--- config.mk ---
export PLATFORM = sky130hd
export DESIGN_NAME = uart_rx
export DESIGN_NICKNAME = d
export VERILOG_FILES = /design/src/rtl/uart_rx.sv
export SDC_FILE = /design/constraint.sdc
export NUM_CORES = 1
export LEC_CHECK = 0
export CAP_MARGIN = 25
export CORE_AREA = 2 2 79 81
export DETAILED_ROUTE_END_ITERATION = 8
export DIE_AREA = 0 0 81 83
export GPL_TIMING_DRIVEN = 0
export PLACE_DENSITY_LB_ADDON = 0.12
export SKIP_LAST_GASP = 1
export SLEW_MARGIN = 25
export SYNTH_ARGS = -nofsm -noshare
export SYNTH_HDL_FRONTEND = slang
export SYNTH_SLANG_ARGS = --single-unit
--- constraint.sdc ---
create_clock -name clk -period 2.93 [get_ports clk]
set_clock_uncertainty 0.15 [all_clocks]
set_input_delay 0.4395 -clock clk [delete_from_list [all_inputs] [get_ports clk]]
set_output_delay 0.4395 -clock clk [all_outputs]
set_load 0.02 [all_outputs]
--- src/rtl/uart_rx.sv ---
// Oversampling UART receiver: 1 start bit, DBIT data bits LSB-first, SB_TICK-tick stop period.
// Each byte is presented on rx_dout with a one-cycle rx_done pulse and a framing-error flag.
module uart_rx #(
   parameter int DBIT      = 8,
   parameter int BIT_WIDTH = 16,
   parameter int SB_TICK   = 16
) (
   input  logic            clk,
   input  logic            rst_n,
   input  logic            s_tick,
   input  logic            rx,
   output logic [DBIT-1:0] rx_dout,
   output logic            rx_done,
   output logic            frame_err
);

   localparam int CMAX = (BIT_WIDTH > SB_TICK) ? BIT_WIDTH : SB_TICK;
   localparam int SW   = $clog2(CMAX);
   localparam int NW   = $clog2(DBIT);

   localparam logic [SW-1:0] HALF_LAST = SW'(BIT_WIDTH / 2 - 1);
   localparam logic [SW-1:0] BIT_LAST  = SW'(BIT_WIDTH - 1);
   localparam logic [SW-1:0] STOP_LAST = SW'(SB_TICK - 1);
   localparam logic [NW-1:0] N_LAST    = NW'(DBIT - 1);

   typedef enum logic [1:0] {IDLE, START, DATA, STOP} state_t;

   state_t          state, state_n;
   logic [SW-1:0]   s_cnt, s_cnt_n;
   logic [NW-1:0]   n_cnt, n_cnt_n;
   logic [DBIT-1:0] b_reg, b_reg_n;
   logic [DBIT-1:0] dout_n;
   logic            done_n, ferr_n;
   logic [1:0]      sync;
   logic            rx_s;

   // rx is asynchronous; two flops before any decision is made on it
   always_ff @(posedge clk or negedge rst_n) begin
      if (!rst_n) sync <= 2'b11;
      else        sync <= {sync[0], rx};
   end
   assign rx_s = sync[1];

   always_ff @(posedge clk or negedge rst_n) begin
      if (!rst_n) begin
         state     <= IDLE;
         s_cnt     <= '0;
         n_cnt     <= '0;
         b_reg     <= '0;
         rx_dout   <= '0;
         rx_done   <= 1'b0;
         frame_err <= 1'b0;
      end else begin
         state     <= state_n;
         s_cnt     <= s_cnt_n;
         n_cnt     <= n_cnt_n;
         b_reg     <= b_reg_n;
         rx_dout   <= dout_n;
         rx_done   <= done_n;
         frame_err <= ferr_n;
      end
   end

   always_comb begin
      state_n = state;
      s_cnt_n = s_cnt;
      n_cnt_n = n_cnt;
      b_reg_n = b_reg;
      dout_n  = rx_dout;
      ferr_n  = frame_err;
      done_n  = 1'b0;
      case (state)
         // level-sensitive start detect, independent of s_tick
         IDLE: if (!rx_s) begin
            state_n = START;
            s_cnt_n = '0;
         end
         START: if (s_tick) begin
            if (s_cnt == HALF_LAST) begin
               if (!rx_s) begin
                  state_n = DATA;
                  s_cnt_n = '0;
                  n_cnt_n = '0;
               end else begin
                  state_n = IDLE;
               end
            end else begin
               s_cnt_n = s_cnt + SW'(1);
            end
         end
         DATA: if (s_tick) begin
            if (s_cnt == BIT_LAST) begin
               b_reg_n = {rx_s, b_reg[DBIT-1:1]};
               s_cnt_n = '0;
               if (n_cnt == N_LAST) state_n = STOP;
               else                 n_cnt_n = n_cnt + NW'(1);
            end else begin
               s_cnt_n = s_cnt + SW'(1);
            end
         end
         // leave at mid stop bit so an immediately following start edge is caught
         STOP: if (s_tick) begin
            if (s_cnt == STOP_LAST) begin
               state_n = IDLE;
               dout_n  = b_reg;
               ferr_n  = ~rx_s;
               done_n  = 1'b1;
            end else begin
               s_cnt_n = s_cnt + SW'(1);
            end
         end
         default: state_n = IDLE;
      endcase
   end

endmodule

[Word-level counts from Yosys, hierarchy flattened]
Index checks and enable logic that the tools add are counted.
Word-level totals
  register bits: 29
  output and inout port bits: 10
Operators by class
  add/sub/neg operators: 2
  equality and inequality tests: 17
  reductions and logical operators: 7
  bitwise gates (word level): 1
  muxes and demuxes: 28
Operator list (number)
  4-bit 2-to-1 mux: 7
  2-bit inequality test (second input constant): 11
  2-bit 2-to-1 mux: 9
  3-bit 2-to-1 mux: 6
  4-bit one-hot mux with 4 select lines: 1
  2-bit one-hot mux with 4 select lines: 1
  8-bit AND reduction: 1
  7-bit AND reduction: 1
  3-bit one-hot mux with 2 select lines: 1
  3-bit AND reduction: 2
  4-bit by 1-bit adder with 4-bit output (second input constant): 1
  2-bit equality test (second input constant): 2
  4-bit by 3-bit equality test with 1-bit output (second input constant): 1
  4-bit equality test (second input constant): 1
  4-bit AND reduction: 1
  3-bit by 1-bit adder with 3-bit output (second input constant): 1
  3-bit equality test (second input constant): 1
  1-bit 2-to-1 mux: 3
  2-bit by 1-bit equality test with 1-bit output (second input constant): 1
  2-bit zero test: 1
  2-bit nonzero test: 1
  1-bit NOT: 1

[Logic depth before layout (Yosys ltp)]
  depth in word-level cells: 5
  mapped depth: 6

[Least setup slack after synthesis]
No wires, ideal clock.
  path kind: register to register
  from: register s_cnt[0]
  to: register b_reg[0]
  library setup time: 0.125 ns
  cell stages (with the launch flop): 6
  setup slack: 1.155 ns
  arrival time: 1.500 ns
  cells stage by stage: dfrtp_1 -> ha_1 -> and4_4 -> and3_1 -> buf_4 -> mux2_2
On the way
  word-level cells in the longest chain between the ends: 2
Ends and longest elaborated chain
  from (decl): RTL line 29  | logic [SW-1:0] s_cnt, s_cnt_n;
  from (signal assigned): RTL line 55  | s_cnt <= s_cnt_n;
  4-bit equality test: RTL line 92  | if (s_cnt == BIT_LAST) begin
  3-bit AND reduction (no source line)
  to (signal assigned): RTL line 57  | b_reg <= b_reg_n;
  to (decl): RTL line 31  | logic [DBIT-1:0] b_reg, b_reg_n;
No other way between the ends.
A chain may end at the register's enable or synchronous reset.

[Worst setup path in the final report]
  from: register s_cnt[0]
  to: register b_reg[7]
Same word-level chain as after synthesis.

==> impl_metrics.tcl <==
set metrics [dict create \
    critical_path_required_ns 2.94 \
    fmax_mhz 516 \
    clk_pin_slew_ns 0.06 \
    rsz0062_at_grt "false" \
    final-setup-viol-count 0 \
    period_minus_slack_ns 1.94 \
    hold_viol_final 0 \
    setup_ws_ns 0.991 \
    critPathKind "register to register" \
    synth_nets 107 \
    drive_gt1_share_pct 38.0 \
    die_h_um 83 \
    layout_common_cells "dfrtp_1 (27), clkdlybuf4s50_1 (12), mux2_2 (10), mux2_4 (8)" \
    place_hpwl_um 1760 \
    multi_input_area_um2 574 \
    synthesis.area_um2 1370 \
    cts-buffers-inserted 5 \
    final_common_cell "dfrtp_1" \
    yosysSeqAreaShare_pct 53.1 \
    portBuffers 13 \
    htree_levels 2 \
    status "complete, no violations" \
    routedWlPerCell_um 13.0 \
    critPathMaxFanout 8 \
    overflow 0 \
    avgSynthCellArea_um2 13.7 \
    drt-initial-drc-count 46 \
    postCtsResizedCells 0 \
    cap_violations 0 \
    crit_path_cell_trace "ha_1 > and4_4 > and3_1 > buf_4 > mux2_2" \
    cts_hold_repair.buffers 0 \
    power.density_nw_per_um2 689 \
    post_cts_buffers 0 \
    p_total_mw 1.16 \
    cts-root-buf "clkbuf_8" \
    antenna_cells 0 \
    final_antenna_net_count 0 \
    grt_max_degree 30 \
    cts_max_path_buffers 2 \
    synthToLayoutAreaGrowth_pct 22.3 \
    period_share_pct 66.2 \
    antenna_found_initial 0 \
    startpoint_type "register" \
    gp_congestion 0.766 \
    min_path_type "input pin to async pin" \
    grt_pass1_vias 920 \
    worstMarginPinSlew_ns 0.646 \
    whs_ns 0.0335 \
    static-leakage-power_nw 0.788 \
    cts_tree "built" \
    ios 14 \
    die_x_um 81 \
    final.setup.tns_ns 0 \
    drt_wl_total_um 2540 \
    ir_drop_mv 0.262 \
    synthArstFlopShare_pct 100 \
    synth-edff-count 0 \
    postLayoutCoreUtil_pct 28.8 \
    core-area_um2 5820 \
    cts_sinks 29 \
    ff2ff_path_depth 5 \
    post-place-ws_ns 0.775 \
    crit_slowest_cell "dfrtp_1" \
    cp.arrival_ns 1.95 \
    drc_errors 0 \
    drv_slew 0 \
    avgViaCountPerCell 4.54 \
    ys_seq_elements 29 \
    grt_pass1_wl_um 4550 \
    slowest_delay_ns 0.37 \
    seq_area_um2 728 \
    slew_headroom_pct 56.9 \
    drt-pass1-iter-count 4 \
    fillCellCount 624 \
    critPathLaunch "s_cnt[0]" \
    r2r_start "s_cnt[0]" \
    vias 890 \
    num-nets-final 127 \
    endpoint_kind "register" \
    yosysWarnings 0 \
    clk_latency_ns 0.28 \
    ys_types 33 \
    synthFlopType "dfrtp_1" \
    rows 28 \
    initial_core_util_pct 23.6 \
    die_area_um2 6720 \
    grt_usage_pct 8.96 \
    synthCells 100 \
]
[metrics by stage]
stage	instance area, um^2	instances
3_5_place_dp	1590	188
5_1_grt	1680	196
3_3_place_gp	1600	188
6_report	1680	196
4_1_cts	1680	196
2_1_floorplan	1370	100
[per-layer routing]
layer,GRT usage [%],part of all wire [%],vias to the layer above
met4,5.55,3.1,0
met5,0,0,-
met1,10.6,44,449
met3,3.48,4.7,10
met2,13.4,48,20
li1,-,-,411
[power by group]
part	switching (mW)	internal (mW)
registers	0.0343	0.449
clock network	0.154	0.163
logic	0.186	0.169
total	0.374	0.781
[critical path: cells and delay by family, from the launching register on]
| family | cells | cell delay (ns) |
|---|---|---|
| adder cells (fa/ha/maj) | 1 | 0.32 |
| AND/OR/NAND/NOR | 2 | 0.47 |
| buffers and inverters | 1 | 0.17 |
| multiplexers | 1 | 0.34 |
| flip-flops | 1 | 0.37 |
[Yosys cell counts, types with 3 or more instances]
cell type / instances / area (um^2)
ha_1: 3 / 37.5
mux2_2: 10 / 113
inv_1: 4 / 15.0
nor3_1: 3 / 15.0
mux2_4: 8 / 120
dfrtp_1: 27 / 676
o21ai_0: 5 / 25.0
buf_6: 3 / 33.8
nand2_1: 3 / 11.3
[logic make-up (layout without fill, tap and decap cells)]
group                      count (synthesis)  in the layout  synth area share, %
adders and majority gates                  3              3                 2.74
muxes                                     18             18                 17.0
DFF                                       29             29                 53.1
buffers and inverters                     10             31                 5.02
AOI/OAI and AO/OA                         19             19                 10.4
and+or+nand+nor                           21             21                 11.8
[path summary, 6_finish.rpt]
kind,endpoint,slack [ns]
setup / recovery,b_reg[7],0.99
min in group clk,sync[1],0.21
max in group asynchronous,rx_done,2.17
setup reg to reg,b_reg[7],0.99
hold / removal,s_cnt[2],0.03
hold reg to reg,sync[1],0.21
[final cells by class]
type                            instances  area share, %
Buffer                                  6           3.21
Tap cell                               75           5.60
Clock buffer                            5           4.10
Sequential cell                        29           43.4
Clock inverter                          3           1.04
Inverter                                4          0.896
Multi-Input combinational cell         61           34.3
Timing Repair Buffer                   13           7.46
Note: power is estimated with default switching activity, not from simulation.
==> patch (same flow settings) <==
The 4 states of `state_t` get a one-hot encoding in 4 bits.
--- a/src/rtl/uart_rx.sv
+++ b/src/rtl/uart_rx.sv
@@ -25,3 +25,3 @@
 
-   typedef enum logic [1:0] {IDLE, START, DATA, STOP} state_t;
+   typedef enum logic [3:0] {IDLE = 4'b0001, START = 4'b0010, DATA = 4'b0100, STOP = 4'b1000} state_t;
 
Check against the original RTL: no difference found for any inputs over 10 cycles, from zero or initial values and one cycle with rst_n low; not proved beyond that.
==> patch against the original RTL <==
- setup slack got worse by 0.45 ns
- sequential cell count rose by 2
- clock power rose by 34%
- largest cell class is now multi-input gates
- area after synthesis rose by 25%
- total power rose by 37%
- design area rose by 22%
- non-clock buffer count rose by 4
- routed wire length rose by 47%
==> patch: results (changes against the original RTL) <==
Run status -> completed
Count of different cell masters after synthesis -> 51 (+55%)
Share of the yosys chip area belonging to registers -> 45.5% (-7.6 points)
R2R depth -> 4 (-1)
Post-cts sizing count -> 0 (unchanged)
Fill cell count -> 604 (-3.2%)
Number of buffers on the longest clock path -> 2 (unchanged)
FF-to-FF Start -> s_cnt[1]
Via count -> 1279 (+44%)
Post-Place Setup Slack -> 0.204 ns (-0.571 ns)
Worst-path clk slew -> 0.06 ns (about the same)
Initial antenna violation count -> 0 (unchanged)
CTS root buf -> clkbuf_8
Setup fix buffers added after clock tree synthesis -> 0 (unchanged)
Post-DP HPWL -> 2.65 mm (+50%)
H-tree depth reported by CTS -> 2 (unchanged)
Kind of cell adding the most delay to the critical path -> buffers and inverters
CP startpoint -> s_tick
Worst slew slack as a fraction of its limit -> 51.4% (-5.5 points)
Fraction of final layout cells sized beyond drive strength 1 -> 23.8% (-14 points)
TritonCTS buffer count -> 5 (unchanged)
Most common library cells after synthesis -> dfrtp_1, mux2_2, nand2_1
Slowest cell delay on critical path -> 0.63 ns (+0.26 ns)
Placed Instance Area -> 0.00193 mm^2 (+21%)
Peak fanout along the critical path -> 10 (+2)
Standard cell with the maximum stage delay on the critical path -> clkdlybuf4s50_1
Synth warnings -> 0 (unchanged)
Gr usage total -> 12.7% (+3.7 points)
Clock insertion delay at the later pin of the skew report -> 0.28 ns (about the same)
Worst Path Arrival -> 2.40 ns (+0.45 ns)
Global-route wire length before repair -> 6.56 mm (+44%)
Quantity of I/O buffers inserted on ports -> 13 (unchanged)
Maximum number of pins on one net before global-route repair -> 32 (+6.7%)
Max VDD drop -> 0.296 mV (+13%)
Nets@finish -> 178 (+40%)
Detailed-router iteration count before antenna repair -> 4 (unchanged)
Mapped Nets -> 158 (+48%)
Routed wire length -> 3.73 mm (+47%)
Number of diodes -> 0 (unchanged)
Path category of the worst min-delay check -> in -> async
Routability congestion estimate from global placement -> 0.816 (+6.6%)
DRC marker count from the first detailed-route iteration -> 72 (+57%)
Cells taking the most area after synthesis -> dfrtp_1, mux2_2, dfstp_2
Leakage Power -> 0.894 nW (+13%)
Fraction of synthesis flops using an asynchronous set or reset pin -> 100% (unchanged)
patch: area by class of cell:
cell class / instances / area, um^2 / area share (%)
Multi-Input combinational cell: 103 / 853 / 41.6
Timing Repair Buffer: 13 / 125 / 6.10
Sequential cell: 31 / 779 / 38.0
Clock buffer: 6 / 82.6 / 4.03
Inverter: 7 / 26.3 / 1.28
Tap cell: 75 / 93.8 / 4.58
Clock inverter: 2 / 35.0 / 1.71
Buffer: 10 / 53.8 / 2.63
patch: path summary, 6_finish.rpt:
path                              end  slack, ns
max in group asynchronous    n_cnt[1]       2.12
setup reg to reg           rx_dout[1]       0.61
hold reg to reg               sync[1]       0.21
setup / recovery           rx_dout[1]       0.54
hold / removal               s_cnt[2]       0.05
min in group clk              sync[1]       0.21
patch: per-layer routing:
metal,GRT usage (%),part of all wire [%],wire [um],vias to the layer above
met1,15.4,44,1650,640
met3,4.02,4.7,175,7
met5,0,0,0,-
met4,5.70,1.7,65,0
li1,-,-,-,605
met2,20.2,49,1830,27
patch: power by group:
| part | switching, W | internal [W] | leakage [nW] |
|---|---|---|---|
| registers | 0.0000590 | 0.000491 | 0.400 |
| logic | 0.000351 | 0.000253 | 0.433 |
| clock network | 0.000151 | 0.000275 | 0.0612 |
patch: stage by stage:
step / cells / utilization [%]
floorplan: 151 / -
global placement: 239 / 33.3
detailed placement: 239 / 33.2
CTS: 247 / 35.2
global route: 247 / 35.2
finish: 247 / 35.2
patch: logic make-up (layout without fill, tap and decap cells):
| family | after synthesis | in the layout | synth area share [%] |
|---|---|---|---|
| mux | 22 | 22 | 14.4 |
| buf+inv | 17 | 38 | 4.67 |
| fa+ha+maj | 3 | 3 | 2.19 |
| simple gates | 44 | 44 | 17.7 |
| compound gates | 31 | 31 | 14.0 |
| xor+xnor | 3 | 3 | 1.53 |
| flops | 31 | 31 | 45.5 |
patch: worst register-to-register path: cells and delay by family, from the launching register on:
kind	cells	cell delay (ns)
adders and majority gates	1	0.31
DFF	1	0.41
muxes	1	0.40
and+or+nand+nor	2	0.93
